$ cat src/rtl/uart_receiver.sv
// uart_receiver: 8E1 UART receiver with 16x oversampling and majority-vote bit
// resolution.
//   Clk         in   system clock (50 MHz), rising edge
//   reset       in   asynchronous active-high reset
//   baud_select in   [2:0] oversample divider select, latched at start detection
//   Rx_EN       in   receiver enable; dropping it mid-frame aborts the frame
//   RxD         in   serial line (idle 1), asynchronous to Clk
//   Rx_DATA     out  [7:0] last received byte (loaded at stop, even on error)
//   Rx_VALID    out  one-cycle pulse after an error-free frame
//   Rx_PERROR   out  even-parity error, held until next confirmed start bit
//   Rx_FERROR   out  framing (stop bit = 0) error, held until next confirmed start
module uart_receiver (
  input  logic       Clk,
  input  logic       reset,
  input  logic [2:0] baud_select,
  input  logic       Rx_EN,
  input  logic       RxD,
  output logic [7:0] Rx_DATA,
  output logic       Rx_VALID,
  output logic       Rx_PERROR,
  output logic       Rx_FERROR
);

  typedef enum logic [2:0] {IDLE, START, DATA, PARITY, STOP} state_t;

  state_t      state, state_next;
  logic        rx_s1, rx_s2, rx_prev;
  logic [2:0]  baud_q;
  logic [13:0] div_cnt, div_max;
  logic [3:0]  tick_cnt;
  logic [2:0]  bit_cnt;
  logic [7:0]  shift_reg;
  logic        parity_acc;
  logic [1:0]  votes;
  logic        tick, resolve, vote, start_edge;

  // Divider terminal count (N-1) for the frame's latched baud select.
  always_comb begin
    div_max = 14'd26;
    case (baud_q)
      3'b000: div_max = 14'd10416;
      3'b001: div_max = 14'd2603;
      3'b010: div_max = 14'd650;
      3'b011: div_max = 14'd325;
      3'b100: div_max = 14'd162;
      3'b101: div_max = 14'd80;
      3'b110: div_max = 14'd53;
      3'b111: div_max = 14'd26;
    endcase
  end

  assign tick       = (div_cnt == div_max);
  assign resolve    = tick && (tick_cnt == 4'd9);
  // Majority of the samples taken at ticks 7, 8 and the live tick-9 sample.
  assign vote       = (votes[1] & votes[0]) | (votes[1] & rx_s2) | (votes[0] & rx_s2);
  // rx_prev must have seen a synchronized 1, so a line held low never restarts.
  assign start_edge = rx_prev & ~rx_s2;

  always_ff @(posedge Clk or posedge reset) begin
    if (reset) state <= IDLE;
    else       state <= state_next;
  end

  always_comb begin
    state_next = state;
    if (state != IDLE && !Rx_EN) begin
      state_next = IDLE;
    end else begin
      case (state)
        IDLE:    if (Rx_EN && start_edge) state_next = START;
        START:   if (resolve) state_next = vote ? IDLE : DATA;
        DATA:    if (resolve && bit_cnt == 3'd7) state_next = PARITY;
        PARITY:  if (resolve) state_next = STOP;
        STOP:    if (resolve) state_next = IDLE;
        default: state_next = IDLE;
      endcase
    end
  end

  always_ff @(posedge Clk or posedge reset) begin
    if (reset) begin
      rx_s1      <= 1'b1;
      rx_s2      <= 1'b1;
      rx_prev    <= 1'b1;
      baud_q     <= '1;
      div_cnt    <= '1;
      tick_cnt   <= '1;
      bit_cnt    <= '1;
      shift_reg  <= '1;
      parity_acc <= 1'b1;
      votes      <= '1;
      Rx_DATA    <= '0;
      Rx_VALID   <= 1'b0;
      Rx_PERROR  <= 1'b0;
      Rx_FERROR  <= 1'b0;
    end else begin
      rx_s1    <= RxD;
      rx_s2    <= rx_s1;
      rx_prev  <= rx_s2;
      Rx_VALID <= 1'b0;
      if (state == IDLE) begin
        if (Rx_EN && start_edge) begin
          baud_q     <= baud_select;
          div_cnt    <= '0;
          tick_cnt   <= '0;
          bit_cnt    <= '0;
          parity_acc <= 1'b0;
        end
      end else if (Rx_EN) begin
        div_cnt <= tick ? '0 : div_cnt + 14'd1;
        if (tick) tick_cnt <= tick_cnt + 4'd1;
        if (tick && tick_cnt == 4'd7) votes[1] <= rx_s2;
        if (tick && tick_cnt == 4'd8) votes[0] <= rx_s2;
        if (resolve) begin
          case (state)
            START: begin
              if (!vote) begin
                Rx_PERROR <= 1'b0;
                Rx_FERROR <= 1'b0;
              end
            end
            DATA: begin
              shift_reg  <= {vote, shift_reg[7:1]};
              parity_acc <= parity_acc ^ vote;
              bit_cnt    <= bit_cnt + 3'd1;
            end
            PARITY: parity_acc <= parity_acc ^ vote;
            STOP: begin
              Rx_DATA   <= shift_reg;
              Rx_PERROR <= parity_acc;
              Rx_FERROR <= ~vote;
              Rx_VALID  <= ~parity_acc & vote;
            end
            default: ;
          endcase
        end
      end
    end
  end

endmodule

$ cat config.mk
export PLATFORM = sky130hd
export DESIGN_NAME = uart_receiver
export DESIGN_NICKNAME = d
export VERILOG_FILES = /design/src/rtl/uart_receiver.sv
export SDC_FILE = /design/constraint.sdc
export NUM_CORES = 1
export LEC_CHECK = 0
export ABC_CLOCK_PERIOD_IN_PS = 3950
export BUFFER_PORTS_ARGS = -buffer_cell sky130_fd_sc_hd__clkbuf_2
export CORE_MARGIN = 2
export CORE_UTILIZATION = 60
export DETAILED_ROUTE_END_ITERATION = 16
export GPL_ROUTABILITY_DRIVEN = 0
export PLACE_DENSITY_LB_ADDON = 0.12
export SYNTH_ARGS = -nofsm -noshare
export SYNTH_HDL_FRONTEND = slang
export SYNTH_SLANG_ARGS = --single-unit
$ cat constraint.sdc
create_clock -name Clk -period 3.95 [get_ports Clk]
set_input_delay 0.79 -clock Clk [delete_from_list [all_inputs] [get_ports Clk]]
set_output_delay 0.79 -clock Clk [all_outputs]
set_load 0.02 [all_outputs]
==> metrics.log, run 1 <==
[metrics] M3 GR Usage: 4.472%
[metrics] Cells after Synth: 274
[metrics] number of clock buffers inserted by TritonCTS: 5
[metrics] critical-path cell with the highest stage delay: dfstp_2
[metrics] series of cell instances along the critical path: inv_1, ha_1, nand2b_4, a222oi_1, o311ai_0, or4_1, nor3_4, and3_1, mux2_1
[metrics] minimum clock period after layout: 3.530 ns
[metrics] overall die area: 5486 sq um
[metrics] maxcap violations: 0
[metrics] arrival time at the worst endpoint: 3.72 ns
[metrics] Worst Skew: 0.01015 ns
[metrics] total routing resource utilization after global routing: 21.80%
[metrics] share of power burned in the clock network: 28.4%
[metrics] number of distinct library cells after synthesis: 56
[metrics] Via Count: 2042
[metrics] vias in the first global route: 1904
[metrics] Post-Route Utilization: 66.33%
[metrics] maximum buffer depth of the clock tree: 2
[metrics] Largest register FFs: 14
[metrics] final cycle utilization of the critical path: 89.38%
[metrics] Synthesis Warnings: 0
[metrics] internal reg-to-reg setup slack: 0.42 ns
[metrics] fillcell total: 367
[metrics] clock-pin slew reported for the worst setup and hold paths after clock tree synthesis: 0.10 ns
[metrics] wire length of the first global-routing pass: 9121 um
[metrics] register area share after synthesis: 45.79%
[metrics] Layout area overhead: 6.372%
[metrics] fraction of power consumed by sequential logic: 54.0%
[metrics] worst IR drop on VDD: 0.2084 mV
[metrics] most instantiated flip-flop cell in the synthesis netlist: dfstp_2
[metrics] transition time at the pin with the least slew margin: 1.035 ns
[metrics] CP endpoint kind: flip-flop
[metrics] hold endpoint: rx_s2$_DFF_PP1_
[metrics] remaining global-route overflow: 0
[metrics] net count of the mapped netlist: 293
[metrics] Syn Std Cell Area: 2945 sq um
[metrics] count of nets left with antenna violations after detail routing: 0
[metrics] number of endpoints with negative hold slack in the final report: 0
[metrics] final routed wire length divided by cell count: 15.33 um
[metrics] antenna violations before repair: 0
[metrics] top post-synthesis cells by area: dfstp_2 (34%), dfrtp_1 (12%), ha_1 (5.1%)
[metrics] Clock Sink Count: 52
[metrics] most common cell in the netlist: dfstp_2
[metrics] clock tree from TritonCTS: done
[metrics] width of the die: 74.07 um
[metrics] Final setup violation count: 0
[metrics] Hold-fix buffers, CTS: 0
[metrics] Required @ worst endpoint: 4.14 ns
[metrics] reg-to-reg critical path endpoint: Rx_DATA[1]$_DFFE_PP0P_
[metrics] Critical Path Max Stage Delay: 0.58 ns
[metrics] beginning of the worst hold path: rx_s1$_DFF_PP1_
[metrics] switching part of the total: 29.42%
[metrics] worst hold path stage count: 0
[metrics] Int Power: 798.3 uW
[metrics] number of optimization iterations in the first detailed-route pass: 4
[metrics] worst slew margin relative to its limit: 30.89%
[metrics] global-route track usage on met1: 32.35%
[metrics] setup repair after global routing missed its margin: false
[metrics] Max Slew Vio Count: 0
[metrics] share of total power in combinational logic: 17.6%
[metrics] fraction of post-synthesis cell area in the top cell type by area: 33.90%
[metrics] cell type contributing the most total cell area after synthesis: dfstp_2
[metrics] Nets: 307
[metrics] share of cells above drive strength 1: 29.07%
[metrics] total routed wirelength: 5457 um
[metrics] Setup TNS: 0 ns
[metrics] class of the tightest hold or removal check: flip-flop to flip-flop
[metrics] EDFF count, synth: 0
[metrics] antenna diode count: 0
[metrics] Starting Density: 62.36%
[metrics] cells on worst reg2reg path: 9
[metrics] number of buffers added on ports: 17
[metrics] run status: finished, final reports clean
[metrics] DRC violation count after routing: 0
[metrics] I/O pin total: 18
[metrics] layer with the highest usage after global routing: met1
[metrics] worst skew pair latency: 0.31 ns
[metrics] most frequent cells after synthesis: dfstp_2 (38), nand2_1 (22), o21ai_0 (18)
[metrics] Synth Area per Inst: 10.75 sq um
[metrics] average via count per standard cell: 5.736
[metrics] sort of element at the start of the critical path: flip-flop
[metrics] static leakage: 1.308 nW
[metrics] cts repair resizes: 0
[metrics] met2 layer usage reported by global route: 32.04%
[metrics] highest clock frequency the design can meet: 283.3 MHz
[metrics] drt initial violations: 154
[metrics] post-synthesis register bit count: 52
[metrics] std cell rows: 25
[metrics] power density normalized to cell area: 361.0 nW/um^2
[metrics] Root Buffer: clkbuf_8
[metrics] maximum fanout encountered on the critical timing path: 9
[metrics] switching power of the nets: 332.8 uW
[metrics] critical path class: flip-flop to flip-flop
[metrics] post-detail-place hpwl: 3825 um
[metrics] chip height: 74.07 um
[metrics] launching point of the worst reg2reg path: baud_q[1]$_DFFE_PP1P_
[metrics] pin count of the biggest net entering global routing: 53
[metrics] core area: 4723 sq um
[metrics] H-Tree Level Count: 2
[metrics] Post-CTS Repair Setup Buffers: 0
[metrics] FFs w/ async S/R, synth: 100.0%
-- logic make-up (layout without fill, tap and decap cells) --
logic type	count (synthesis)	count (layout)	share of synthesized area [%]
adders and majority gates	13	13	5.437
AOI/OAI and AO/OA	46	46	10.45
DFF	52	52	45.79
buffers and inverters	28	43	5.183
xor gates and xnor gates	10	10	2.974
and+or+nand+nor	96	96	18.48
muxes	29	29	11.68
-- power groups by stage --
| stage | registers, mW | logic [mW] | clock network [mW] |
|---|---|---|---|
| floorplan | 0.596 | 0.191 | 0 |
| global placement | 0.616 | 0.193 | 0 |
| detailed placement | 0.619 | 0.197 | 0 |
| CTS | 0.610 | 0.199 | 0.331 |
| global route | 0.616 | 0.224 | 0.354 |
| finish | 0.610 | 0.199 | 0.321 |
-- worst max-delay path: cells and delay by family (launching register included) --
family | cells | cell delay [ns]
flops | 1 | 0.58
compound gates | 2 | 0.49
simple gates | 4 | 1.43
fa+ha+maj | 1 | 0.43
buf+inv | 1 | 0.12
mux | 1 | 0.37
-- worst max path at each step --
stage | from | end
after floorplan | baud_q[0]$_DFFE_PP1P_ | Rx_DATA[0]$_DFFE_PP0P_
after global placement | baud_q[1]$_DFFE_PP1P_ | Rx_DATA[0]$_DFFE_PP0P_
after detailed placement | baud_q[1]$_DFFE_PP1P_ | Rx_DATA[1]$_DFFE_PP0P_
after CTS | baud_q[1]$_DFFE_PP1P_ | Rx_DATA[1]$_DFFE_PP0P_
after global routing | baud_q[1]$_DFFE_PP1P_ | Rx_DATA[1]$_DFFE_PP0P_
final | baud_q[1]$_DFFE_PP1P_ | Rx_DATA[1]$_DFFE_PP0P_
-- cell usage in the layout, fill, tap and decap left out, types with 4 or more instances in the layout --
cell type and n:
xnor2_1 6, and3_1 5, clkbuf_8 6, mux2i_1 7, nor3b_1 4, mux2_2 5
clkbuf_2 17, inv_1 15, nand2b_1 5, mux2_1 10, nand2_1 22, ha_1 12
mux2_4 7, o21ai_0 18, nor3_1 9, or3_1 7, nand3_1 13, nor2b_1 4
a31oi_1 4, xor2_1 4, dfstp_2 38, dfrtp_1 14, nor2_1 10
-- area by class of cell --
type | instances | area [sq um] | share of cell area, %
repair buffers | 19 | 100.1 | 3.195
flip-flops and latches | 52 | 1349 | 43.05
inverters | 16 | 60.06 | 1.917
clock buffers | 6 | 82.58 | 2.636
multi-input cells | 194 | 1444 | 46.09
clock inverters | 2 | 13.76 | 0.4393
well taps | 67 | 83.83 | 2.676
-- per-layer routing --
| metal | share of wire, % | wire (um) | vias up |
|---|---|---|---|
| li1 | - | - | 1008 |
| met1 | 48 | 2639 | 973 |
| met2 | 46 | 2523 | 55 |
| met3 | 4.5 | 246 | 6 |
| met4 | 0.88 | 48 | 0 |
| met5 | 0 | 0 | - |
-- per-stage QoR --
step / hold slack, ns / cells / power, mW / worst slack (ns) / instance area (sq um)
4_1_cts: 0.3669 / 356 / 1.140 / 0.4356 / 3133
3_3_place_gp: 0.3466 / 348 / 0.8099 / 0.6269 / 3037
6_report: 0.3635 / 356 / 1.131 / 0.4196 / 3133
3_5_place_dp: 0.3523 / 348 / 0.8159 / 0.4518 / 3037
2_1_floorplan: 0.3452 / 274 / 0.7867 / 0.9346 / 2945
5_1_grt: 0.3695 / 356 / 1.195 / 0.1765 / 3133
(Power assumes the default switching activity.)
==> run 2: changes to the inputs <==
PLACE_DENSITY = 0.8   (was not set)
PLACE_DENSITY_LB_ADDON = not set   (was 0.12)
REMOVE_ABC_BUFFERS = 1   (was not set)
==> metrics.log, run 2 (synthesis gave the netlist of run 1 again) <==
[metrics] arrival time at the worst endpoint: 3.61 ns
[metrics] maximum buffer depth of the clock tree: 2
[metrics] wire length of the first global-routing pass: 9190 um
[metrics] number of optimization iterations in the first detailed-route pass: 5
[metrics] clock-pin slew reported for the worst setup and hold paths after clock tree synthesis: 0.10 ns
[metrics] leading cell types in the layout, fill and taps excluded: dfstp_2 (38), nand2_1 (22), o21ai_0 (18), clkbuf_2 (17), inv_1 (15)
[metrics] number of buffers added on ports: 17
[metrics] Root Buffer: clkbuf_8
[metrics] post-detail-place hpwl: 3831 um
[metrics] Max Slew Vio Count: 0
[metrics] share of cells above drive strength 1: 28.72%
[metrics] number of endpoints with negative hold slack in the final report: 0
[metrics] Critical Path Max Stage Delay: 0.57 ns
[metrics] Starting Density: 62.36%
[metrics] Required @ worst endpoint: 4.14 ns
[metrics] final cycle utilization of the critical path: 86.66%
[metrics] Post-CTS Repair Setup Buffers: 0
[metrics] transition time at the pin with the least slew margin: 1.044 ns
[metrics] cts repair resizes: 0
[metrics] total routing resource utilization after global routing: 21.58%
[metrics] Clock Sink Count: 52
[metrics] Nets: 307
[metrics] count of nets left with antenna violations after detail routing: 0
[metrics] Highest Signal Layer: met4
[metrics] Largest register FFs: 14
[metrics] sort of element at the start of the critical path: flip-flop
[metrics] run status: finished, final reports clean
[metrics] core area: 4723 sq um
[metrics] Routed met2 length: 2496 um
[metrics] overall die area: 5486 sq um
[metrics] Setup TNS: 0 ns
[metrics] average via count per standard cell: 5.705
[metrics] most common cell after layout, fill and taps aside: dfstp_2
[metrics] Met1 Wirelength: 2587 um
[metrics] width of the die: 74.07 um
[metrics] setup repair after global routing missed its margin: false
[metrics] series of cell instances along the critical path: inv_1, ha_1, nand2b_4, a222oi_1, o311ai_0, or4_1, nor3_4, and3_1, mux2_1
[metrics] worst IR drop on VDD: 0.2660 mV
[metrics] total routed wirelength: 5351 um
[metrics] Layout area overhead: 7.604%
[metrics] cell family contributing the most delay on the critical path: simple AND/OR/NAND/NOR gates
[metrics] maximum fanout encountered on the critical timing path: 9
[metrics] minimum clock period after layout: 3.423 ns
[metrics] final routed wire length divided by cell count: 15.03 um
[metrics] antenna diode count: 0
[metrics] worst skew pair latency: 0.30 ns
[metrics] worst slew margin relative to its limit: 30.28%
[metrics] drt initial violations: 162
[metrics] Worst Skew: 0.01239 ns
[metrics] DRC violation count after routing: 0
[metrics] power density normalized to cell area: 386.7 nW/um^2
[metrics] number of clock buffers inserted by TritonCTS: 5
[metrics] highest clock frequency the design can meet: 292.1 MHz
[metrics] std cell rows: 25
[metrics] class of the tightest hold or removal check: flip-flop to flip-flop
[metrics] post-layout total power: 1.226 mW
[metrics] maxcap violations: 0
[metrics] I/O pin total: 18
[metrics] critical path class: flip-flop to flip-flop
[metrics] static leakage: 1.321 nW
[metrics] clock tree from TritonCTS: done
[metrics] remaining global-route overflow: 0
[metrics] Final setup violation count: 0
[metrics] critical-path cell with the highest stage delay: dfstp_2
[metrics] chip height: 74.07 um
[metrics] Via Count: 2031
[metrics] antenna violations before repair: 0
[metrics] pin count of the biggest net entering global routing: 53
[metrics] CP endpoint kind: flip-flop
[metrics] Hold-fix buffers, CTS: 0
[metrics] met3 WL: 228 um
[metrics] number of buffer and inverter stages on the critical path: 1
[metrics] vias in the first global route: 1957
[metrics] H-Tree Level Count: 2
[run 2: cell count changes in the layout (fill, tap and decap cells not counted)]
cell / before / now
clkbuf_8: 6 / 5
bufinv_16: 0 / 2
clkbuf_1: 0 / 1
clkinv_2: 1 / 0
inv_6: 1 / 0
[run 2: worst paths after layout]
kind                                        from  slack, ns  cells past startpoint                     end
setup / recovery           baud_q[1]$_DFFE_PP1P_       0.53                      9  Rx_DATA[5]$_DFFE_PP0P_
hold / removal                   rx_s1$_DFF_PP1_       0.37                      0         rx_s2$_DFF_PP1_
setup reg to reg           baud_q[1]$_DFFE_PP1P_       0.53                      9  Rx_DATA[5]$_DFFE_PP0P_
hold reg to reg                  rx_s1$_DFF_PP1_       0.37                      0         rx_s2$_DFF_PP1_
max in group asynchronous                  reset       2.58                      2    state[2]$_DFFE_PP0P_
min in group asynchronous                  reset       0.72                      2  Rx_DATA[2]$_DFFE_PP0P_
[run 2: area by class of cell]
class	count	area (sq um)
Sequential cell	52	1349
Clock inverter	2	60.06
Clock buffer	6	72.57
Fill cell	377	1554
Tap cell	67	83.83
Inverter	16	60.06
Multi-Input combinational cell	194	1444
Timing Repair Buffer	19	100.1
[run 2: through the flow]
| step | cell area (sq um) | instances | worst slack, ns | hold slack [ns] | util [%] |
|---|---|---|---|---|---|
| finish | 3169 | 356 | 0.5270 | 0.3693 | 67.10 |
| global route | 3169 | 356 | 0.2374 | 0.3712 | 67.10 |
| CTS | 3169 | 356 | 0.4893 | 0.3703 | 67.10 |
| detailed placement | 3037 | 348 | 0.5074 | 0.3564 | 64.29 |
| global placement | 3037 | 348 | 0.6413 | 0.3464 | 64.29 |
| floorplan | 2853 | 262 | 0.8650 | 0.3452 | - |
[run 2: routing by layer]
| metal | up-vias | GRT usage, % |
|---|---|---|
| met1 | 971 | 31.19 |
| met3 | 5 | 4.743 |
| met5 | - | 0 |
| li1 | 1005 | - |
| met2 | 50 | 33.43 |
| met4 | 0 | 5.253 |
[run 2: report_power, final]
part	internal, mW	leakage, nW	switching [mW]
Sequential	0.568	0.583	0.0411
Combinational	0.0867	0.673	0.110
Clock	0.253	0.0654	0.167
Total	0.908	1.32	0.318
[run 2: worst register-to-register path, delay by kind of cell, from the launching register on]
kind	cells	cell delay, ns
AND/OR/NAND/NOR	4	1.40
adder cells (fa/ha/maj)	1	0.40
AO/OA/AOI/OAI	2	0.45
multiplexers	1	0.38
buffers and inverters	1	0.11
flip-flops	1	0.57
